### config.mk
export PLATFORM = sky130hd
export DESIGN_NAME = seg_score_reader
export DESIGN_NICKNAME = d
export VERILOG_FILES = /design/src/rtl/seg_score_reader.sv
export SDC_FILE = /design/constraint.sdc
export NUM_CORES = 1
export LEC_CHECK = 0
export ABC_AREA = 1
export CAP_MARGIN = 40
export CORE_MARGIN = 10
export CORE_UTILIZATION = 51
export DETAILED_ROUTE_END_ITERATION = 6
export HOLD_SLACK_MARGIN = 0.05
export PLACE_DENSITY = 0.83
export SYNTH_ARGS = -nofsm -noshare
export SYNTH_HDL_FRONTEND = slang
export SYNTH_SLANG_ARGS = --single-unit
### constraint.sdc
create_clock -name clk -period 5 [get_ports clk]
set_clock_uncertainty 0.2 [all_clocks]
set_input_delay 1.5 -clock clk [delete_from_list [all_inputs] [get_ports clk]]
set_output_delay 1.5 -clock clk [all_outputs]
set_load 0.03 [all_outputs]
### src/rtl/seg_score_reader.sv
// Reads three latched active-low seven-segment digits, converts them to a binary
// score over three cycles and tracks the highest legal score seen since reset.
module seg_score_reader #(
   parameter int SCORE_W = 10
) (
   input  logic               clk,
   input  logic               reset,
   input  logic               start,
   input  logic [6:0]         seg2,
   input  logic [6:0]         seg1,
   input  logic [6:0]         seg0,
   output logic               busy,
   output logic               done,
   output logic               error,
   output logic [SCORE_W-1:0] score,
   output logic [SCORE_W-1:0] high_score,
   output logic [2:0]         o_dbg_state
);

   // Handshake: start is a request sampled only in IDLE; done is a one-cycle
   // strobe and error/score/high_score are valid while done is high.
   typedef enum logic [2:0] {
      S_IDLE = 3'd0,
      S_D2   = 3'd1,
      S_D1   = 3'd2,
      S_D0   = 3'd3,
      S_DONE = 3'd4
   } state_t;

   state_t               r_state;
   state_t               w_next;
   logic [6:0]           r_sh2;
   logic [6:0]           r_sh1;
   logic [6:0]           r_sh0;
   logic [SCORE_W-1:0]   r_acc;
   logic                 r_sticky;
   logic                 r_error;
   logic [SCORE_W-1:0]   r_score;
   logic [SCORE_W-1:0]   r_high;
   logic [6:0]           w_sel;
   logic [3:0]           w_digit;
   logic                 w_illegal;
   logic [SCORE_W-1:0]   w_acc_next;
   logic                 w_sticky_next;

   always_ff @(posedge clk) begin
      if (reset) r_state <= S_IDLE;
      else       r_state <= w_next;
   end

   always_comb begin
      w_next = r_state;
      busy   = 1'b0;
      done   = 1'b0;
      case (r_state)
         S_IDLE: if (start) w_next = S_D2;
         S_D2:   begin busy = 1'b1; w_next = S_D1;   end
         S_D1:   begin busy = 1'b1; w_next = S_D0;   end
         S_D0:   begin busy = 1'b1; w_next = S_DONE; end
         S_DONE: begin done = 1'b1; w_next = S_IDLE; end
         default: w_next = S_IDLE;
      endcase
   end

   // The digit being folded in this cycle is chosen by the current state.
   always_comb begin
      w_sel = r_sh0;
      case (r_state)
         S_D2:    w_sel = r_sh2;
         S_D1:    w_sel = r_sh1;
         default: w_sel = r_sh0;
      endcase
   end

   always_comb begin
      w_digit   = 4'd0;
      w_illegal = 1'b0;
      case (w_sel)
         7'b1000000: w_digit = 4'd0;
         7'b1111001: w_digit = 4'd1;
         7'b0100100: w_digit = 4'd2;
         7'b0110000: w_digit = 4'd3;
         7'b0011001: w_digit = 4'd4;
         7'b0010010: w_digit = 4'd5;
         7'b0000010: w_digit = 4'd6;
         7'b1111000: w_digit = 4'd7;
         7'b0000000: w_digit = 4'd8;
         7'b0010000: w_digit = 4'd9;
         7'b1111111: w_digit = 4'd0;
         default:    w_illegal = 1'b1;
      endcase
   end

   // acc*10 as two shifts; acc never exceeds 99 before the last step, so 999 fits.
   assign w_acc_next    = (r_acc << 3) + (r_acc << 1) + {{(SCORE_W-4){1'b0}}, w_digit};
   assign w_sticky_next = r_sticky | w_illegal;

   always_ff @(posedge clk) begin
      if (reset) begin
         r_sh2    <= '0;
         r_sh1    <= '0;
         r_sh0    <= '0;
         r_acc    <= '0;
         r_sticky <= 1'b0;
         r_error  <= 1'b0;
         r_score  <= '0;
         r_high   <= '0;
      end else begin
         case (r_state)
            S_IDLE: begin
               if (start) begin
                  r_sh2    <= seg2;
                  r_sh1    <= seg1;
                  r_sh0    <= seg0;
                  r_acc    <= '0;
                  r_sticky <= 1'b0;
               end
            end
            S_D2, S_D1: begin
               r_acc    <= w_acc_next;
               r_sticky <= w_sticky_next;
            end
            S_D0: begin
               r_acc    <= w_acc_next;
               r_sticky <= w_sticky_next;
               if (w_sticky_next) begin
                  r_error <= 1'b1;
               end else begin
                  r_error <= 1'b0;
                  r_score <= w_acc_next;
                  if (w_acc_next > r_high) r_high <= w_acc_next;
               end
            end
            default: ;
         endcase
      end
   end

   assign error       = r_error;
   assign score       = r_score;
   assign high_score  = r_high;
   assign o_dbg_state = r_state;

endmodule

# After elaboration in Yosys (flattened, before gate mapping)
# Cells that the tools add are included.
word_totals:
  register_bits: 55
  word_cells: 50
  in_bits: 24
  out_inout_bits: 26
op_classes:
  muxes: 12
  n_lt_le_gt_ge: 1
  n_addsub: 2
  bitwise: 2
  reduce_logical: 9
  eq_ne: 15
ops:
  columns: ["cell", "n"]
  rows:
  - ["$pmux W4 S9", 1]
  - ["$eq A7 B7 Y1 const B", 4]
  - ["$eq A7 B5 Y1 const B", 3]
  - ["$pmux W9 S2", 1]
  - ["$eq A7 B6 Y1 const B", 2]
  - ["$pmux W7 S2", 1]
  - ["$pmux W3 S4", 1]
  - ["$reduce_or A11 Y1", 1]
  - ["$add A10 B10 Y10", 1]
  - ["$add A10 B4 Y10", 1]
  - ["$gt A10 B10 Y1", 1]
  - ["$mux W9", 1]
  - ["$eq A7 B2 Y1 const B", 1]
  - ["$logic_not A7 Y1", 1]
  - ["$eq A3 B2 Y1 const B", 2]
  - ["$reduce_and A2 Y1", 3]
  - ["$mux W1", 5]
  - ["$eq A3 B1 Y1 const B", 1]
  - ["$eq A3 B3 Y1 const B", 1]
  - ["$logic_not A3 Y1", 1]
  - ["$mux W3", 1]
  - ["$reduce_and A3 Y1", 1]
  - ["$reduce_or A3 Y1", 1]
  - ["$ne A2 B2 Y1 const B", 1]
  - ["other kinds (4)", 4]

# Logic depth before layout (Yosys ltp)
logic_depth:
  word_depth: 8
  mapped_depth: 34

# Least setup slack after synthesis
# Ideal clock, no wire load.
synth_path:
  path_kind: "register -> register"
  from: "reg r_state[0] (netlist: o_dbg_state[0])"
  to: "reg r_high[0] (netlist: high_score[0])"
  setup_slack_ns: 0.408
  arrival_time_ns: 4.278
  required_ns: 4.687
  setup_time_ns: 0.113
  path_stages_with_launch: 28
  period_less_slack_ns: 4.592
  path_cell_list: "dfxtp_1 > buf_6 > nor2_4 > nand2_4 > nand2_4 > nor2_1 > nor2_2 > nand2_2 > nor2_4 > nand3_1 > fa_1 > fa_1 > o21ai_0 > nand2_1 > nand2_1 > a21oi_1 > xor2_1 > inv_1 > ha_1 > nand4_1 > nor2_1 > o21ai_0 > o211ai_1 > o21a_1 > nand4_4 > buf_6 > nor2_1 > nor2_1"
synth_between:
  word_cells_on_any_way: 23
  classes_between: "1 x add/sub; 1 x order compare; 13 x eq/ne; 3 x mux; 2 x bitwise; 3 x reduce/logical"
synth_rtl:
  columns: ["item", "line_no", "rtl"]
  rows:
  - ["start, declared", "30", "state_t r_state;"]
  - ["start signal, assigned", "48", "else r_state <= w_next;"]
  - ["$eq A3 B2 Y1 / $eq A3 B1 Y1 (equally long branches)", "68", "case (r_state)"]
  - ["$pmux W7 S2 (*)", "68", null]
  - ["$eq A7 B5 Y1, or another cell as far along", "78", "case (w_sel)"]
  - ["$pmux W4 S9 (*)", "78", null]
  - ["$add A10 B4 Y10 (*)", "95", "assign w_acc_next = (r_acc << 3) + (r_acc << 1) + {{(SCORE_W-4){1'b0}}, w_digit};"]
  - ["named net w_acc_next[8]", "43", "logic [SCORE_W-1:0] w_acc_next;"]
  - ["$gt A10 B10 Y1 (*)", "131", "if (w_acc_next > r_high) r_high <= w_acc_next;"]
  - ["$reduce_and A3 Y1 (no line) (*)", null, null]
  - ["end signal, assigned", "131", null]
  - ["end, declared", "39", "logic [SCORE_W-1:0] r_high;"]
# The timed path passes the listed nets; every way through them passes the cells marked *.
# A chain may end at the register's enable or synchronous reset.

# Worst setup path in the final report
layout_path:
  from: "reg r_state[0] (netlist: o_dbg_state[0])"
  to: "reg r_high[8] (netlist: high_score[8])"
# Same word-level chain as after synthesis.

==> qor.yml <==
max_cap_violations: 0
cts.hold.buffers_added: 0
nets: 559
power_frac_seq_pct: 42.8
multi_input_area_mm2: 0.00192
rows: 29
num_io_pins: 50
drc: 0
ant_nets: 0
synth-main-ff-cell: "dfxtp_1"
start_util_pct: 52.0
r2r_end: "high_score[8]$_SDFFE_PP0P_"
syn_area_mm2: 0.00326
drive_above_1_share_pct: 13.0
gp_congestion: 0.961
slew_viol_final: 0
synthArstFlopShare_pct: 0
crit_required_ps: 5000
status: "complete, no violations"
fillers: 550
placed_cell_area_mm2: 0.00382
path_max_fanout: 9
cts.sinks: 55
ys_seq_area_share_pct: 33.7
grt_max_degree: 28
syn_area_per_cell_um2: 7.17
final_common_cell: "nand2_1"
tightest_slew_ps: 768
power_uw: 1140
routed_via_density: 5.42
synth_edf_count: 0
dr_total_vias: 3173
power.switching_uw: 426
power_density_mw_per_mm2: 286
diodes: 0
fin_area_mm2: 0.00398
drt_iter0_markers: 263
fin_cells: 585
numCtsBuffers: 5
die_h_um: 100
post_drt_wl_per_cell_um: 14.1
synthDistinctLibCells: 36
post-place-ws_ps: 138
critPathKind: "reg2reg"
fmax_mhz: 210
post-route-period-util_pct: 95.3
cts_max_path_buffers: 2
cts_tree: "done"
io_buffers: 49
leakage_uw: 0.00189
setup.worst_path.end: "high_score[8]$_SDFFE_PP0P_"
clk_latency_ps: 310
crit_start: "o_dbg_state[0]$_SDFFE_PP0P_"
grt_pass1_wl_um: 13500
r2r_start: "o_dbg_state[0]$_SDFFE_PP0P_"
dp_cells: 573
core_area_mm2: 0.00628
period_needed_ps: 4760
max-vdd-ir-drop_uv: 199
h-tree-depth: 2
slew_headroom_pct: 48.7
timing.final.ws_setup_ps: 237
sw_frac_of_total_pct: 37.4
syn_to_final_growth_pct: 22.0
crit_path_end_kind: "flop"
hold_path.class: "reg2reg"
mostFrequentLayoutCells: "nand2_1, nor2_1, dfxtp_1, inv_1, clkdlybuf4s50_1"
clockPowerShare_pct: 20.3
final_hold_viol_count: 0
ys_warn_count: 0
synth_nets: 505
r2r_slack_ps: 240
ys_ff_latch: 55
register_area_mm2: 0.00111
start_kind: "flop"
track_usage_pct: 16.0
dieArea_mm2: 0.0100
cts-root-buf: "clkbuf_8"
finalSetupViolCount: 0
dr.pass1.iters: 4
grt_antenna_before_repair: 0
grt_pass1_vias: 3045
dpl.hpwl_um: 6040
cp.arrival_ps: 4770
cts.clk_slew.worst_paths_ps: 90
p_int_uw: 711
die_w_um: 100
drt_wl_total_um: 8280
synthCells: 455
p_comb_share_pct: 36.9
r2r_cells: 27
grt_remaining_overflow: 0
-- synthesized netlist by cell type (2+ instances only) --
| cell | n | area (µm²) |
|---|---|---|
| nand3_2 | 4 | 40.0 |
| buf_6 | 3 | 33.8 |
| nor2_2 | 4 | 25.0 |
| fa_1 | 2 | 40.0 |
| nand4_1 | 9 | 56.3 |
| nand2_2 | 7 | 43.8 |
| ha_1 | 24 | 300 |
| a21oi_2 | 2 | 17.5 |
| nor2_4 | 8 | 90.1 |
| dfxtp_1 | 55 | 1100 |
| xor2_1 | 5 | 43.8 |
| o21ai_0 | 26 | 130 |
| a21oi_1 | 29 | 145 |
| xnor2_1 | 3 | 26.3 |
| clkbuf_1 | 6 | 22.5 |
| nand2_1 | 97 | 364 |
| o211ai_1 | 2 | 15.0 |
| buf_2 | 2 | 10.0 |
| inv_2 | 8 | 30.0 |
| nand2_4 | 4 | 45.0 |
| inv_1 | 51 | 191 |
| nor2_1 | 69 | 259 |
| nor3_1 | 5 | 25.0 |
| nand3_1 | 18 | 90.1 |
-- metrics by stage --
stage	TNS, ps	hold WS [ps]	util [%]
6_report	0	261	63.4
3_5_place_dp	0	251	60.8
4_1_cts	0	266	62.0
3_3_place_gp	0	245	60.6
5_1_grt	-314	289	63.4
2_1_floorplan	0	244	-
-- how the worst min path moves through the flow --
| stage | end | slack, ps | cells past startpoint | start |
|---|---|---|---|---|
| final | score[2]$_SDFFE_PP0P_ | 260 | 2 | score[2]$_SDFFE_PP0P_ |
| after global routing | score[2]$_SDFFE_PP0P_ | 290 | 2 | score[2]$_SDFFE_PP0P_ |
| after floorplan | r_sh2[1]$_SDFFE_PP0P_ | 240 | 2 | r_sh2[1]$_SDFFE_PP0P_ |
| after CTS | score[2]$_SDFFE_PP0P_ | 270 | 2 | score[2]$_SDFFE_PP0P_ |
| after global placement | score[2]$_SDFFE_PP0P_ | 250 | 2 | score[2]$_SDFFE_PP0P_ |
| after detailed placement | score[2]$_SDFFE_PP0P_ | 250 | 2 | score[2]$_SDFFE_PP0P_ |
-- state kept, by name, summed over array words and instances, names as in the netlist --
name / cells
r_sh2: 7
score: 10
error: 1
r_sticky: 1
high_score: 10
r_acc: 9
o_dbg_state: 3
r_sh1: 7
r_sh0: 7
-- cell type report --
type | instances | area share [%]
clock buffer | 6 | 1.82
tap | 77 | 2.42
timing repair buffer | 57 | 14.0
sequential | 55 | 27.9
inverter | 60 | 5.72
multi-input combinational | 330 | 48.2
-- layer usage --
layer  GRT usage [%]  part of all wire [%]
met5               0                     0
met4            5.54                   2.1
met3            3.91                   6.0
met2            26.4                    47
met1            19.7                    45
-- critical path: stages, from the launching register on --
cell	delay [ps]
dfxtp_4	400
nor2_4	150
nand2_4	120
nand3_2	100
inv_1	40
nor2_1	160
nand2_2	110
nor2_4	140
nand3_1	90
fa_1	550
inv_1	60
ha_1	280
nand3_1	100
and2_4	160
inv_1	40
a21oi_1	130
o21ai_1	90
xnor2_1	130
inv_1	120
ha_1	320
nand4_1	150
nor2_2	160
o21ai_0	100
o211ai_1	100
o21a_2	260
nand4_4	130
nor2_1	180
nor2_1	70
-- power groups by stage --
| stage | logic (µW) | clock network [µW] | registers (µW) |
|---|---|---|---|
| detailed placement | 373 | 0 | 495 |
| CTS | 376 | 232 | 486 |
| finish | 419 | 231 | 487 |
| floorplan | 275 | 0 | 498 |
| global placement | 360 | 0 | 495 |
| global route | 460 | 248 | 490 |
-- logic make-up (layout without fill, tap and decap cells) --
logic type	count (synthesis)	count (layout)	share of synthesized area, %
AND/OR/NAND/NOR	229	232	33.8
adder cells (fa/ha/maj)	26	26	10.4
AO/OA/AOI/OAI	64	64	10.5
XOR/XNOR	8	8	2.15
buffers and inverters	73	123	9.36
flip-flops	55	55	33.7
-- timing repair --
item                       4_1_cts  5_1_grt
setup endpoints to repair        0       10
gates resized for setup          0       14
setup buffers                    0        3
Note: power is estimated with default switching activity, not from simulation.
